### config.mk
export PLATFORM = sky130hd
export DESIGN_NAME = fir_mac_filter_flat
export DESIGN_NICKNAME = d
export VERILOG_FILES = /design/src/rtl/fir_mac_filter_pkg.sv /design/src/rtl/fir_mac_filter_if.sv /design/src/rtl/fir_mac_filter_round_sat.sv /design/src/rtl/fir_mac_filter.sv /design/src/flat_wrapper.sv
export SDC_FILE = /design/constraint.sdc
export NUM_CORES = 1
export LEC_CHECK = 0
export BUFFER_PORTS_ARGS = -buffer_cell sky130_fd_sc_hd__buf_4
export CAP_MARGIN = 20
export CORE_ASPECT_RATIO = 0.75
export CORE_MARGIN = 2
export CORE_UTILIZATION = 57
export CTS_BUF_LIST = sky130_fd_sc_hd__clkbuf_4
export DETAILED_ROUTE_END_ITERATION = 12
export PLACE_DENSITY = 0.78
export SLEW_MARGIN = 40
export SYNTH_ARGS = -nofsm -noshare
export SYNTH_HDL_FRONTEND = slang
export SYNTH_SLANG_ARGS = --single-unit
### constraint.sdc
create_clock -name clk -period 5.7 [get_ports clk]
set_input_delay 1.425 -clock clk [delete_from_list [all_inputs] [get_ports clk]]
set_output_delay 1.425 -clock clk [all_outputs]
set_load 0.01 [all_outputs]
### src/rtl/fir_mac_filter_pkg.sv
// fir_pkg: shared types and elaboration-time helpers for the FIR MAC filter.
//   state_t : control FSM states (IDLE -> MAC -> RND -> OUT -> IDLE)
//   clog2   : ceil(log2(n)), used for counter and address widths
//   acc_w   : accumulator width that cannot overflow for NTAPS full-width products
package fir_pkg;

  typedef enum logic [1:0] {IDLE, MAC, RND, OUT} state_t;

  function automatic int clog2(input int n);
    int r;
    r = 0;
    while ((1 << r) < n) r++;
    return r;
  endfunction

  function automatic int acc_w(input int dw, input int cw, input int ntaps);
    return dw + cw + clog2(ntaps);
  endfunction

endpackage

### src/rtl/fir_mac_filter_if.sv
// fir_mac_filter_if: sample stream (valid/ready both sides) plus coefficient write port.
//   master : upstream/control side (drives in_*, out_ready, coef_we/addr/wdata)
//   slave  : filter side (drives in_ready, out_valid, out_data, coef_err)
// The coefficient address carries one code beyond the last tap so that
// out-of-range writes are representable and can be flagged.
interface fir_mac_filter_if
  import fir_pkg::*;
#(
  parameter int DW    = 8,
  parameter int CW    = 8,
  parameter int NTAPS = 4
);
  localparam int AW = clog2(NTAPS + 1);

  logic                 in_valid;
  logic                 in_ready;
  logic signed [DW-1:0] in_data;
  logic                 out_valid;
  logic                 out_ready;
  logic signed [DW-1:0] out_data;
  logic                 coef_we;
  logic [AW-1:0]        coef_addr;
  logic signed [CW-1:0] coef_wdata;
  logic                 coef_err;

  modport master (
    output in_valid, in_data, out_ready, coef_we, coef_addr, coef_wdata,
    input  in_ready, out_valid, out_data, coef_err
  );

  modport slave (
    input  in_valid, in_data, out_ready, coef_we, coef_addr, coef_wdata,
    output in_ready, out_valid, out_data, coef_err
  );

endinterface

### src/rtl/fir_mac_filter_round_sat.sv
// fir_round_sat: combinational round-half-up, arithmetic right shift by
// OUT_SHIFT, then saturation to the signed DW-bit range.
//   i_acc  : signed ACCW-bit accumulator value
//   o_data : signed DW-bit result (registered by the parent)
module fir_round_sat #(
  parameter int ACCW      = 18,
  parameter int DW        = 8,
  parameter int OUT_SHIFT = 0
) (
  input  logic signed [ACCW-1:0] i_acc,
  output logic signed [DW-1:0]   o_data
);

  // One guard bit so adding the rounding bias can never wrap.
  localparam logic signed [ACCW:0] MAXV = {{(ACCW-DW+2){1'b0}}, {(DW-1){1'b1}}};
  localparam logic signed [ACCW:0] MINV = {{(ACCW-DW+2){1'b1}}, {(DW-1){1'b0}}};

  function automatic logic signed [ACCW:0] round_shift(input logic signed [ACCW-1:0] a);
    logic signed [ACCW:0] bias;
    logic signed [ACCW:0] sum;
    bias = '0;
    // Half an output LSB; stays zero when no shift is applied.
    for (int i = 0; i <= ACCW; i++)
      if (i == OUT_SHIFT - 1) bias[i] = 1'b1;
    sum = $signed({a[ACCW-1], a}) + bias;
    return sum >>> OUT_SHIFT;
  endfunction

  function automatic logic signed [DW-1:0] saturate(input logic signed [ACCW:0] v);
    if (v > MAXV)      return MAXV[DW-1:0];
    else if (v < MINV) return MINV[DW-1:0];
    else               return v[DW-1:0];
  endfunction

  assign o_data = saturate(round_shift(i_acc));

endmodule

### src/rtl/fir_mac_filter.sv
// fir_mac_filter: N-tap signed FIR with runtime-loadable coefficients and a
// single multiplier shared across taps (one product per cycle).
//   clk     : rising-edge clock
//   reset_n : asynchronous active-low reset (release synchronised upstream)
//   bus     : fir_mac_filter_if.slave -- sample in/out handshakes, coef writes
// One sample is in flight at a time: accept (IDLE), NTAPS MAC cycles, one
// round/saturate cycle, then OUT holds the result until the sink takes it.
module fir_mac_filter
  import fir_pkg::*;
#(
  parameter int DW        = 8,
  parameter int CW        = 8,
  parameter int NTAPS     = 4,
  parameter int OUT_SHIFT = 0
) (
  input  logic           clk,
  input  logic           reset_n,
  fir_mac_filter_if.slave bus
);

  localparam int ACCW = acc_w(DW, CW, NTAPS);
  localparam int CNTW = clog2(NTAPS);
  localparam int AW   = clog2(NTAPS + 1);
  localparam int PW   = DW + CW;

  state_t                 r_state;
  state_t                 w_next;
  logic signed [DW-1:0]   r_dline [NTAPS];
  logic signed [CW-1:0]   r_coef  [NTAPS];
  logic [CNTW-1:0]        r_cnt;
  logic signed [ACCW-1:0] r_acc;
  logic signed [DW-1:0]   r_out_data;
  logic                   r_coef_err;

  logic                   w_in_ready;
  logic                   w_accept;
  logic                   w_last_tap;
  logic                   w_coef_ok;
  logic signed [PW-1:0]   w_d;
  logic signed [PW-1:0]   w_c;
  logic signed [PW-1:0]   w_prod;
  logic signed [ACCW-1:0] w_prod_ext;
  logic signed [DW-1:0]   w_rs;

  // in_ready is forced low while reset is asserted, and rises in the first
  // cycle after release without waiting for a clock edge.
  assign w_in_ready = (r_state == IDLE) && reset_n;
  assign w_accept   = bus.in_valid && w_in_ready;
  assign w_last_tap = (r_cnt == CNTW'(NTAPS - 1));
  assign w_coef_ok  = (r_state == IDLE) && (bus.coef_addr < AW'(NTAPS));

  // Shared multiplier: operands sign-extended to full product width first.
  assign w_d        = $signed({{CW{r_dline[r_cnt][DW-1]}}, r_dline[r_cnt]});
  assign w_c        = $signed({{DW{r_coef[r_cnt][CW-1]}}, r_coef[r_cnt]});
  assign w_prod     = w_d * w_c;
  assign w_prod_ext = {{(ACCW-PW){w_prod[PW-1]}}, w_prod};

  fir_round_sat #(
    .ACCW      (ACCW),
    .DW        (DW),
    .OUT_SHIFT (OUT_SHIFT)
  ) u_round_sat (
    .i_acc  (r_acc),
    .o_data (w_rs)
  );

  always_ff @(posedge clk or negedge reset_n) begin
    if (!reset_n) r_state <= IDLE;
    else          r_state <= w_next;
  end

  always_comb begin
    w_next = r_state;
    case (r_state)
      IDLE:    if (w_accept)      w_next = MAC;
      MAC:     if (w_last_tap)    w_next = RND;
      RND:                        w_next = OUT;
      OUT:     if (bus.out_ready) w_next = IDLE;
      default:                    w_next = IDLE;
    endcase
  end

  always_ff @(posedge clk or negedge reset_n) begin
    if (!reset_n) begin
      for (int k = 0; k < NTAPS; k++) begin
        r_dline[k] <= '0;
        r_coef[k]  <= '0;
      end
      r_cnt      <= '0;
      r_acc      <= '0;
      r_out_data <= '0;
      r_coef_err <= 1'b0;
    end else begin
      r_coef_err <= bus.coef_we && !w_coef_ok;
      // A write on the accept edge lands before the first MAC cycle reads it.
      if (bus.coef_we && w_coef_ok)
        r_coef[bus.coef_addr[CNTW-1:0]] <= bus.coef_wdata;

      if (w_accept) begin
        for (int k = NTAPS - 1; k > 0; k--)
          r_dline[k] <= r_dline[k-1];
        r_dline[0] <= bus.in_data;
        r_cnt      <= '0;
        r_acc      <= '0;
      end else if (r_state == MAC) begin
        r_acc <= r_acc + w_prod_ext;
        r_cnt <= r_cnt + 1'b1;
      end else if (r_state == RND) begin
        r_out_data <= w_rs;
      end
    end
  end

  assign bus.in_ready  = w_in_ready;
  assign bus.out_valid = (r_state == OUT);
  assign bus.out_data  = r_out_data;
  assign bus.coef_err  = r_coef_err;

endmodule

### src/flat_wrapper.sv
// flat-port wrapper written by rule: the top's interface ports become plain ports
module fir_mac_filter_flat import fir_pkg::*;
#(
  parameter int DW        = 8,
  parameter int CW        = 8,
  parameter int NTAPS     = 4,
  parameter int OUT_SHIFT = 0
)
  (clk, reset_n, bus_in_valid, bus_in_data, bus_out_ready, bus_coef_we, bus_coef_addr, bus_coef_wdata, bus_in_ready, bus_out_valid, bus_out_data, bus_coef_err);
  fir_mac_filter_if #(.DW(DW), .CW(CW), .NTAPS(NTAPS)) bus_i ();
  input  logic clk;
  input  logic reset_n;
  input wire logic [$bits(bus_i.in_valid)-1:0] bus_in_valid;
  input wire logic [$bits(bus_i.in_data)-1:0] bus_in_data;
  input wire logic [$bits(bus_i.out_ready)-1:0] bus_out_ready;
  input wire logic [$bits(bus_i.coef_we)-1:0] bus_coef_we;
  input wire logic [$bits(bus_i.coef_addr)-1:0] bus_coef_addr;
  input wire logic [$bits(bus_i.coef_wdata)-1:0] bus_coef_wdata;
  output wire logic [$bits(bus_i.in_ready)-1:0] bus_in_ready;
  output wire logic [$bits(bus_i.out_valid)-1:0] bus_out_valid;
  output wire logic [$bits(bus_i.out_data)-1:0] bus_out_data;
  output wire logic [$bits(bus_i.coef_err)-1:0] bus_coef_err;
  assign bus_i.in_valid = bus_in_valid;
  assign bus_i.in_data = bus_in_data;
  assign bus_i.out_ready = bus_out_ready;
  assign bus_i.coef_we = bus_coef_we;
  assign bus_i.coef_addr = bus_coef_addr;
  assign bus_i.coef_wdata = bus_coef_wdata;
  assign bus_in_ready = bus_i.in_ready;
  assign bus_out_valid = bus_i.out_valid;
  assign bus_out_data = bus_i.out_data;
  assign bus_coef_err = bus_i.coef_err;
  fir_mac_filter #(.DW(DW), .CW(CW), .NTAPS(NTAPS), .OUT_SHIFT(OUT_SHIFT)) u_core (.clk(clk), .reset_n(reset_n), .bus(bus_i));
endmodule
* Yosys cells after proc, flatten, opt, wreduce, memory -nomap -nowiden *
Cells that the tools add are included.

word-level totals
  register bits after elaboration = 95
  bits of input ports = 24

cells by class
  reduce and logical (&&, ||, !) cells = 11
  equality and inequality tests = 7
  multiplexer cells = 19
  add/sub/neg operators = 2
  bitwise logic cells = 4
  multiply operators = 1
  $lt $le $gt $ge = 6

operator list
  cell                                                             count
  two-way mux 8 bit                                                7
  two-way mux 18 bit                                               2
  binary-select mux 8 bit (select 2 bit)                           2
  bitwise mux 32 bit                                               1
  adder 18 x 16 -> 18 bit                                          1
  greater-than comparator 18 x 8 -> 1 bit (second input constant)  1
  less-than comparator 18 x 8 -> 1 bit (second input constant)     1
  demux 8 bit (select 2 bit)                                       1
  multiplier 8 x 8 -> 16 bit                                       1
  two-way mux 2 bit                                                5
  one-hot mux 2 bit (4 select lines)                               1
  equality test 2 bit (second input constant)                      3
  >= comparator 3 bit (second input constant)                      2
  logical AND 1 bit                                                6
  inverter 2 -> 3 bit                                              2
  AND reduction 3 bit                                              2
  inequality test 2 x 1 -> 1 bit (second input constant)           2
  less-than comparator 3 x 1 -> 1 bit (second input constant)      1
  less-than comparator 3 bit (second input constant)               1
  adder 2 x 1 -> 2 bit (second input constant)                     1
  equality test 2 x 1 -> 1 bit (second input constant)             1
  zero test 2 bit                                                  1
  inequality test 2 bit (second input constant)                    1
  inverter 1 bit                                                   2
  2 further kinds                                                  2

* Longest topological paths before layout *
Gate-level depths: netlist (run 1).

  depth after elaboration = 8
  depth in mapped cells = 22

* Hierarchy *
A second synthesis (run 1) with hierarchy kept.

second synthesis, totals
  cell total of the unflattened synthesis = 708
  area total of the unflattened synthesis = 7,539.7 um^2

modules (own cells, without submodules)
  module          area an instance (um^2)  sequential area each (um^2)  instances  cells an instance
  fir_mac_filter  7,340.8                  2,377.3                      1          682
  fir_round_sat   198.9                    0.0                          1          26

* Worst setup path before layout (run 1) *
Ideal clock, no wire load.

  path type = register -> register
  start point = register u_core.r_cnt[0]
  end point = register u_core.r_acc[14]
  cell stages (with the launch flop) = 19
  clock period less this slack = 5.388 ns
  library setup time = 0.136 ns
  path slack = 0.312 ns
  data required time = 5.564 ns
  arrival time = 5.252 ns
  cells stage by stage = dfrtp_1 > buf_4 > buf_6 > mux2_1 > o21ai_2 > or2_1 > fa_1 > fa_1 > inv_1 > fa_1 > fa_1 > fa_1 > ha_1 > o21a_1 > o31a_1 > nand2b_1 > a41oi_1 > xor2_1 > a21oi_1

between the ends
  longest elaborated chain between the ends = 8
  elaborated cells on any way between the ends = 11

RTL lines
  item                                                       RTL line                                    text
  from (decl)                                                fir_mac_filter.sv:30                        logic [CNTW-1:0] r_cnt;
  from (signal assigned)                                     fir_mac_filter.sv:107                       r_cnt <= r_cnt + 1'b1;
  inverter 2 -> 3 bit (not written as such) (*)              fir_mac_filter.sv:53, fir_mac_filter.sv:54
  binary-select mux 8 bit (select 2 bit) (on tied branches)  fir_mac_filter.sv:53, fir_mac_filter.sv:54
  two-way mux 8 bit (on tied branches) (2 in series)         fir_mac_filter.sv:53, fir_mac_filter.sv:54
  multiplier 8 x 8 -> 16 bit (*)                             fir_mac_filter.sv:55                        assign w_prod = w_d * w_c;
  adder 18 x 16 -> 18 bit (*)                                fir_mac_filter.sv:106                       r_acc <= r_acc + w_prod_ext;
  two-way mux 18 bit (*)                                     fir_mac_filter.sv:105                       end else if (r_state == MAC) begin
  two-way mux 18 bit (*)                                     fir_mac_filter.sv:99                        if (w_accept) begin
  to (signal assigned)                                       fir_mac_filter.sv:106
  to (decl)                                                  fir_mac_filter.sv:31                        logic signed [ACCW-1:0] r_acc;

Mark *: on every way between the ends. The rest lies on a longest branch, timed or not. The select of a mux whose other input is x is not followed.
A chain may end at the register's enable or synchronous reset.

* Worst setup path in the final report (run 1) *
  start point = register u_core.r_cnt[0]
  end point = register u_core.r_acc[15]

Same word-level chain as after synthesis.

==> impl_metrics.toml, run 1 <==
[synth]
syn-cell-area_um2 = 7400
synth_top_area_cell = "dfrtp_1"
yosysWarnings = 0
synth_area_per_cell_um2 = 10.7
syn_nets = 846
ys_types = 47
ys_async_sr_fraction = 1.00
synth.yosys.seq_area_share = 0.321
synth_top_area_share = 0.321
ys_ff_latch = 95
synth_cells = 694
synth-main-ff-cell = "dfrtp_1"
synthTopCellsByArea = "dfrtp_1, fa_1, ha_1, nand2_1, inv_1"
synth-edff-count = 0

[floorplan]
ios = 35
rows = 36
start_util = 0.576
core_um2 = 12800
fp.dieW_um = 136
die_h_um = 103
dieArea_um2 = 13900

[sta]
period_share = 0.969
slew_headroom = 0.535
setup_viol = 0
finClkSkew_ns = 0.0128
final.setup.tns_ns = 0
drv_slew = 0
tightestPinTransition_ns = 0.694
max_freq_mhz = 181
timing.final.crit_period_ns = 5.53
hold_viol_final = 0

[layout]
finish.instance_area_um2 = 8200
n_antenna_cell = 0
utilization = 0.638
drive_gt1_frac = 0.185
layoutNonFillerInstCount = 921
synthToLayoutAreaGrowth_pct = 10.8
nFillCells = 984
mostFrequentLayoutCell = "nand2_1"
fin_nets = 897
final_cell_mix = "nand2_1, inv_1, dfrtp_1"

[route]
post_drt_wl_per_cell_um = 17.0
avgViaCountPerCell = 5.48
met2WireLength_mm = 7.49
route.met3.wl_um = 905
top_layer = "met4"
first_pass_iters = 6
met1Wirelength_mm = 7.10
route.antenna.remaining_nets = 0
vias = 5046
drt_iter0_markers = 266
drc = 0
routed_wl_mm = 15.6

[clock_tree]
clkTransAtPathRegs_ns = 0.15
tritoncts = "done"
cts-root-buf = "clkbuf_4"
cts_buffers = 9
clk_path_buf_depth = 2
clock_latency_ns = 0.47
htree_levels = 3
cts_sinks = 95

[critical_path]
rr_endpoint = "u_core.r_acc[15]$_DFFE_PN0P_"
path_cells = "buf_12 > buf_4 > mux2_1 > o21ai_2 > buf_6 > nor2_1 > fa_1 > fa_1 > fa_1 > fa_1 > ha_1 > ha_1 > a211oi_2 > o211ai_1 > and3_4 > a221oi_2 > xor2_1 > o21ai_1"
worstSetupPathType = "flop to flop"
critPathMaxFanout = 8
cp-startpoint = "u_core.r_cnt[0]$_DFFE_PN0P_"
end_kind = "flop"
rrSetupSlack_ns = 0.17
critPathMostFrequentCell = "fa_1"
reg2regPathDepth = 18
crit_path_start_kind = "flop"
max_stage_delay_ns = 0.54
path_buf_inv = 3
crit_family = "adder cells"
timing.rr.start = "u_core.r_cnt[0]$_DFFE_PN0P_"
crit_slowest_cell = "fa_1"
required_ns = 6.07
cp.arrival_ns = 5.90

[placed_design]
gp_congestion = 0.886
placed_area_um2 = 7900
dpl.hpwl_mm = 12.1
post-place-cells = 893
port-buffer-count = 34

[hold_path]
holdPathStages = 2
hp-class = "flop to flop"
hp-start = "u_core.r_dline[6]$_DFFE_PN0P_"
hold_end = "u_core.r_dline[6]$_DFFE_PN0P_"

[global_routing]
grt_first_pass_wirelength_mm = 25.9
grt_max_degree = 65
grt_pass1_vias = 5144
grt_overflow = 0
grt_antenna_before_repair = 0
gr-usage-all-layers = 0.242

[job]
maxCapViolCount = 0

[status]
outcome = "completed"
[worst reg2reg max path, stage by stage, from the launching register on]
cell,delay [ns]
dfrtp_2,0.50
buf_12,0.17
buf_4,0.13
mux2_1,0.31
o21ai_2,0.21
buf_6,0.18
nor2_1,0.07
fa_1,0.51
fa_1,0.54
fa_1,0.53
fa_1,0.51
ha_1,0.31
ha_1,0.37
a211oi_2,0.25
o211ai_1,0.15
and3_4,0.23
a221oi_2,0.23
xor2_1,0.18
o21ai_1,0.08
[state kept, by name, indices dropped and copies added (netlist names)]
register	flops
u_core.r_cnt	2
u_core.r_dline	32
u_core.r_state	2
u_core.r_coef	32
u_core.r_acc	18
u_core.bus.coef_err	1
u_core.bus.out_data	8
[per-stage QoR]
| stage | hold slack (ns) | worst slack [ns] |
|---|---|---|
| after floorplan | 0.441 | 0.312 |
| after global placement | 0.454 | 0.184 |
| after detailed placement | 0.467 | 0.0201 |
| after CTS | 0.498 | 0.0566 |
| after global routing | 0.523 | -0.0298 |
| final | 0.494 | 0.175 |
[worst max-delay path by stage]
stage / cells after the start / slack [ns] / end
after floorplan: 18 / 0.31 / u_core.r_acc[14]$_DFFE_PN0P_
after CTS: 17 / 0.06 / u_core.r_acc[15]$_DFFE_PN0P_
final: 18 / 0.17 / u_core.r_acc[15]$_DFFE_PN0P_
after global placement: 15 / 0.18 / u_core.r_acc[14]$_DFFE_PN0P_
after detailed placement: 18 / 0.02 / u_core.r_acc[15]$_DFFE_PN0P_
after global routing: 17 / -0.03 / u_core.r_acc[14]$_DFFE_PN0P_
[cell type report]
class | instances | area (µm²) | area share
clock buffers | 9 | 67.6 | 0.00824
well taps | 171 | 214 | 0.0261
multi-input cells | 483 | 4630 | 0.565
repair buffers | 58 | 485 | 0.0592
clock inverters | 7 | 46.3 | 0.00565
inverters | 98 | 368 | 0.0449
flip-flops and latches | 95 | 2380 | 0.290
[timing repair]
item / 4_1_cts / 5_1_grt
pin swaps: 0 / 4
buffers inserted: 0 / 11
hold buffers: 0 / 0
setup endpoints to repair: 1 / 7
gates cloned: 0 / 1
resized for setup: 1 / 17
[synth_stat cells (3+ instances only)]
cell / n
and2_1: 35
o21ai_0: 11
xor2_1: 6
a211oi_1: 4
nor4_1: 4
dfrtp_1: 95
a21oi_1: 12
mux4_2: 15
ha_1: 48
nand2b_1: 3
clkbuf_1: 12
fa_1: 80
xnor2_1: 12
nor2_1: 31
mux2_2: 30
o22ai_1: 7
nand3b_1: 3
nand4_1: 4
o211ai_1: 4
mux2_1: 4
a21o_1: 4
nand2_1: 131
inv_1: 98
mux2i_1: 12
[per-layer routing]
metal  global-route usage  vias up
met5                    0        -
met2                0.384      136
met4               0.0385        0
li1                     -     2338
met3               0.0556       17
met1                0.354     2555
[logic make-up after synthesis]
logic type	count (synthesis)	share of synthesized area
simple gates	221	0.136
xor+xnor	18	0.0213
fa+ha+maj	128	0.298
buf+inv	116	0.0607
flops	95	0.321
compound gates	55	0.0492
mux	61	0.114
Power of run 1 is left out: the tool's default activity adds up to more than one toggle a clock period on the data nets, which glitch-free logic cannot reach.
==> inputs of run 2 (changes only) <==
Settings changed: ABC_AREA set to 1, CORE_ASPECT_RATIO 0.75 to not set, CORE_UTILIZATION 57 to 59, PLACE_DENSITY 0.78 to 0.8.
==> run 2 against run 1 <==
  * Sequential share of layout area is 0.81 points lower
  * Worst setup slack better by 0.19 ns
  * Clock skew is 0.0013 ns higher
  * Non-clock buffer count is 4 lower
  * Cell count increased by 21%
  * Utilization is 2.4 points higher
  * Global-route usage increased by 1.0 points
  * Synthesized cell count is 28% higher
  * Worst hold slack better by 0.013 ns
  * Highest routed layer unchanged
  * Critical path depth is 2 higher
==> impl_metrics.toml, run 2 <==
[floorplan]
core_um2 = 12700
ios = 35
fp.dieW_um = 119
start_util = 0.609
rows = 41
dieArea_um2 = 14100
die_h_um = 119

[sta]
max_freq_mhz = 187
timing.final.crit_period_ns = 5.34
final.setup.tns_ns = 0
fin_ws_ns = 0.364
finClkSkew_ns = 0.0141
setup_viol = 0
drv_slew = 0
tightestPinTransition_ns = 0.638
slew_headroom = 0.573
whs_ns = 0.506
period_share = 0.936
rsz0062_at_grt = "false"
hold_viol_final = 0

[route]
vias = 5904
drt_iter0_markers = 477
post_drt_wl_per_cell_um = 14.4
met2WireLength_mm = 7.39
drc = 0
met1Wirelength_mm = 7.37
top_layer = "met4"
avgViaCountPerCell = 5.31
route.met3.wl_um = 994
route.antenna.remaining_nets = 0
first_pass_iters = 6
routed_wl_mm = 16.0

[critical_path]
crit_path_start_kind = "flop"
cp.arrival_ns = 5.76
required_ns = 6.13
end_kind = "flop"
worstSetupPathType = "flop to flop"
critPathMaxFanout = 10

[layout]
drive_gt1_frac = 0.138
reg.largest.list = "u_core.r_coef: 32 flops, u_core.r_dline: 32 flops, u_core.r_acc: 18 flops"
final_cell_mix = "nand2_1, inv_1, nor2_1"
fin_nets = 1086
layoutNonFillerInstCount = 1112
synthToLayoutAreaGrowth_pct = 8.85
mostFrequentLayoutCell = "nand2_1"

[synth]
synth_area_per_cell_um2 = 8.70
ys_types = 40
ys_ff_latch = 95
synthTopCellsByArea = "dfrtp_1, fa_1, nand2_1, ha_1, inv_1"
synth-edff-count = 0
yosysWarnings = 0
synth-main-ff-cell = "dfrtp_1"
syn-cell-area_um2 = 7750
synth_common_cells = "nand2_1, inv_1, nor2_1, dfrtp_1, fa_1"
synth_top_area_cell = "dfrtp_1"
syn_nets = 1042
ys_async_sr_fraction = 1.00
synth.yosys.seq_area_share = 0.307
synth_top_area_share = 0.307
synth.most_common_cell = "nand2_1"
synth_cells = 890

[clock_tree]
cts_sinks = 95
cts_buffers = 9
clkTransAtPathRegs_ns = 0.16
clk_path_buf_depth = 2
htree_levels = 3
tritoncts = "done"
clock_latency_ns = 0.49
postCtsHoldBufs = 0
cts-root-buf = "clkbuf_4"

[global_routing]
gr-usage-all-layers = 0.252
grt_antenna_before_repair = 1
grt_max_degree = 58
grt_pass1_vias = 6001
grt_first_pass_wirelength_mm = 28.4
grt_overflow = 0

[placed_design]
port-buffer-count = 34
pre_cts_ws_ns = 0.228
post-place-cells = 1090
gp_congestion = 0.941
dpl.hpwl_mm = 12.5

[hold_path]
hp-class = "flop to flop"

[job]
maxCapViolCount = 0

[status]
outcome = "completed"
-- run 2: changes by cell type after synthesis, sizes merged, moves of 28 or more --
| cell | previous run | this run |
|---|---|---|
| inv | 98 | 173 |
| nor2 | 31 | 99 |
| nand2 | 131 | 197 |
| a21oi | 12 | 59 |
| and2 | 35 | 1 |
| o21ai | 13 | 41 |
-- run 2: cell type report --
| class | count | area [µm²] |
|---|---|---|
| diodes | 1 | 2.50 |
| inverters | 175 | 666 |
| fillers | 1075 | 4290 |
| repair buffers | 54 | 422 |
| clock inverters | 7 | 103 |
| repair inverters | 1 | 7.51 |
| multi-input cells | 598 | 4570 |
| clock buffers | 9 | 67.6 |
| well taps | 172 | 215 |
| flip-flops and latches | 95 | 2380 |
-- run 2: repair_timing --
| action | 4_1_cts | 5_1_grt |
|---|---|---|
| buffers inserted | 0 | 4 |
| setup endpoints to repair | 0 | 8 |
| endpoints found under the hold margin | 0 | 0 |
| resized for setup | 0 | 9 |
-- run 2: metrics by stage --
stage               utilization  cell area [µm²]
finish                    0.663             8430
global route              0.663             8430
CTS                       0.657             8360
detailed placement        0.644             8190
global placement          0.643             8190
floorplan                     -             7750
-- run 2: critical path, cell delays in order (launching register included) --
cell	delay [ns]
dfrtp_2	0.48
clkinvlp_4	0.18
buf_4	0.17
a32oi_2	0.44
inv_1	0.08
nor2_1	0.10
buf_4	0.24
fa_1	0.47
fa_1	0.49
fa_1	0.50
inv_1	0.06
fa_1	0.54
inv_1	0.05
ha_1	0.29
ha_1	0.39
a21oi_1	0.19
a21boi_0	0.21
nand3_1	0.13
nand2_1	0.07
nand2_1	0.04
o21ai_0	0.15
-- run 2: routing by layer --
layer	track usage	vias to the layer above
met4	0.0856	0
li1	-	2852
met2	0.387	168
met1	0.362	2860
met3	0.0483	24
met5	0	-
-- run 2: final timing paths --
path | to | slack [ns] | startpoint | cells after the start
max in group asynchronous | u_core.r_cnt[1]$_DFFE_PN0P_ | 3.93 | reset_n | 2
worst min register to register | u_core.bus.out_data[6]$_DFFE_PN0P_ | 0.51 | u_core.bus.out_data[6]$_DFFE_PN0P_ | 2
min in group asynchronous | u_core.r_dline[9]$_DFFE_PN0P_ | 0.88 | reset_n | 1
worst min-delay path | u_core.bus.out_data[6]$_DFFE_PN0P_ | 0.51 | u_core.bus.out_data[6]$_DFFE_PN0P_ | 2
worst max-delay path | u_core.r_acc[16]$_DFFE_PN0P_ | 0.36 | u_core.r_cnt[1]$_DFFE_PN0P_ | 20
worst max register to register | u_core.r_acc[16]$_DFFE_PN0P_ | 0.36 | u_core.r_cnt[1]$_DFFE_PN0P_ | 20
-- run 2: logic make-up after synthesis --
family | synth area share
and+or+nand+nor | 0.173
adders and majority gates | 0.284
xor gates and xnor gates | 0.00226
DFF | 0.307
muxes | 0.0233
AOI/OAI and AO/OA | 0.105
buffers and inverters | 0.106
Power of run 2 is left out for the same reason.
==> inputs of run 3 (changes only) <==
Settings changed: CAP_MARGIN 20 to not set, CORE_ASPECT_RATIO set to 0.6, RECOVER_POWER set to 25.
==> run 3 against run 2 <==
  * Worst hold slack improved by 0.0032 ns
  * Register-to-register slack got worse by 0.05 ns
  * Cell count shrank 1.2%
  * Worst setup slack lost 0.046 ns
  * Critical endpoint is now u_core.r_acc[17]$_DFFE_PN0P_
  * Largest cell class unchanged
==> impl_metrics.toml, run 3 (synthesis gave the netlist of run 2 again) <==
[critical_path]
crit_family = "adder cells"
path_cells = "buf_6 > nand2_1 > a32oi_4 > nand2_1 > fa_1 > fa_1 > inv_1 > fa_1 > fa_1 > fa_1 > ha_2 > nand2_1 > nor2_1 > nand2_1 > nand3_1 > nand2_1 > nand2_1 > nand3_1 > nand3_1 > nand2_1"
critPathMaxFanout = 27
crit_path_start_kind = "flop"
worstSetupPathType = "flop to flop"
max_stage_delay_ns = 0.59
critPathMostFrequentCell = "nand2_1"
crit_slowest_cell = "fa_1"
cp.arrival_ns = 5.76
required_ns = 6.08
path_buf_inv = 2
end_kind = "flop"

[sta]
timing.final.crit_period_ns = 5.38
final.setup.tns_ns = 0
setup_viol = 0
whs_ns = 0.509
period_share = 0.944
max_freq_mhz = 186
slew_headroom = 0.562
finClkSkew_ns = 0.0193
tightestPinTransition_ns = 0.654
rsz0062_at_grt = "false"
drv_slew = 0
hold_viol_final = 0
fin_ws_ns = 0.318

[layout]
reg.largest.list = "u_core.r_coef: 32 flops, u_core.r_dline: 32 flops, u_core.r_acc: 18 flops"
seqCellArea_um2 = 2380
finish.instance_area_um2 = 8350
nFillCells = 1078
multi_input_area_um2 = 4600
fin_nets = 1076
mostFrequentLayoutCell = "nand2_1"
final_cell_mix = "nand2_1, inv_1, nor2_1"
n_antenna_cell = 0
drive_gt1_frac = 0.125
synthToLayoutAreaGrowth_pct = 7.77

[global_routing]
grt_first_pass_wirelength_mm = 29.5
grt_antenna_before_repair = 0
grt_max_degree = 52
gr-usage-all-layers = 0.263
grt_overflow = 0
grt_pass1_vias = 5782

[clock_tree]
clock_latency_ns = 0.48
cts_buffers = 9
htree_levels = 3
cts-root-buf = "clkbuf_4"
postCtsHoldBufs = 0
clkTransAtPathRegs_ns = 0.18
tritoncts = "done"
clk_path_buf_depth = 2
cts_sinks = 95

[route]
post_drt_wl_per_cell_um = 15.4
vias = 5888
first_pass_iters = 5
drc = 0
drt_iter0_markers = 561
routed_wl_mm = 17.0
route.antenna.remaining_nets = 0
avgViaCountPerCell = 5.36

[placed_design]
dpl.hpwl_mm = 13.2
pre_cts_ws_ns = 0.340
placed_area_um2 = 8130
gp_congestion = 0.934
port-buffer-count = 34

[floorplan]
core_um2 = 12800
rows = 32
dieArea_um2 = 14100
die_h_um = 92.8
ios = 35
fp.dieW_um = 152
start_util = 0.605

[hold_path]
hp-class = "flop to flop"

[status]
outcome = "completed"

[job]
maxCapViolCount = 0
==> run 3: per-layer routing <==
metal | wire [µm] | track usage | vias up | share of wire
met5 | 1 | 0.0293 | - | 0.000059
met4 | 107 | 0.0421 | 2 | 0.0063
met3 | 1300 | 0.0571 | 15 | 0.077
met2 | 6960 | 0.380 | 219 | 0.41
met1 | 8580 | 0.413 | 2820 | 0.51
li1 | - | - | 2832 | -
==> run 3: repair_timing <==
action | 4_1_cts | 5_1_grt
buffers inserted | 0 | 3
gates resized for setup | 0 | 9
endpoints found under the setup margin | 0 | 8
==> run 3: cell type report <==
cell class | count | share of cell area
multi-input combinational | 598 | 0.552
clock buffer | 9 | 0.00809
inverter | 175 | 0.0790
tap | 170 | 0.0255
timing repair buffer | 45 | 0.0424
sequential | 95 | 0.285
clock inverter | 7 | 0.00869
==> run 3: path summary, 6_finish.rpt <==
check | cells after the start | to | startpoint | slack (ns)
setup / recovery | 20 | u_core.r_acc[17]$_DFFE_PN0P_ | u_core.r_cnt[0]$_DFFE_PN0P_ | 0.32
hold / removal | 2 | u_core.bus.out_data[6]$_DFFE_PN0P_ | u_core.bus.out_data[6]$_DFFE_PN0P_ | 0.51
setup reg to reg | 20 | u_core.r_acc[17]$_DFFE_PN0P_ | u_core.r_cnt[0]$_DFFE_PN0P_ | 0.32
hold reg to reg | 2 | u_core.bus.out_data[6]$_DFFE_PN0P_ | u_core.bus.out_data[6]$_DFFE_PN0P_ | 0.51
max in group asynchronous | 2 | u_core.r_coef[23]$_DFFE_PN0P_ | reset_n | 3.64
min in group asynchronous | 1 | u_core.r_dline[6]$_DFFE_PN0P_ | reset_n | 0.94
==> run 3: worst register-to-register path: stages (launching register included) <==
cell	delay (ns)
dfrtp_1	0.46
buf_6	0.23
nand2_1	0.13
a32oi_4	0.37
nand2_1	0.14
fa_1	0.51
fa_1	0.57
inv_1	0.07
fa_1	0.53
fa_1	0.59
fa_1	0.44
ha_2	0.39
nand2_1	0.12
nor2_1	0.15
nand2_1	0.07
nand3_1	0.13
nand2_1	0.08
nand2_1	0.09
nand3_1	0.08
nand3_1	0.08
nand2_1	0.05
==> run 3: per-stage QoR <==
| step | instances | utilization |
|---|---|---|
| after global routing | 1099 | 0.652 |
| after global placement | 1080 | 0.634 |
| after detailed placement | 1080 | 0.634 |
| final | 1099 | 0.652 |
| after floorplan | 890 | - |
| after CTS | 1096 | 0.645 |
Power of run 3 is left out for the same reason.
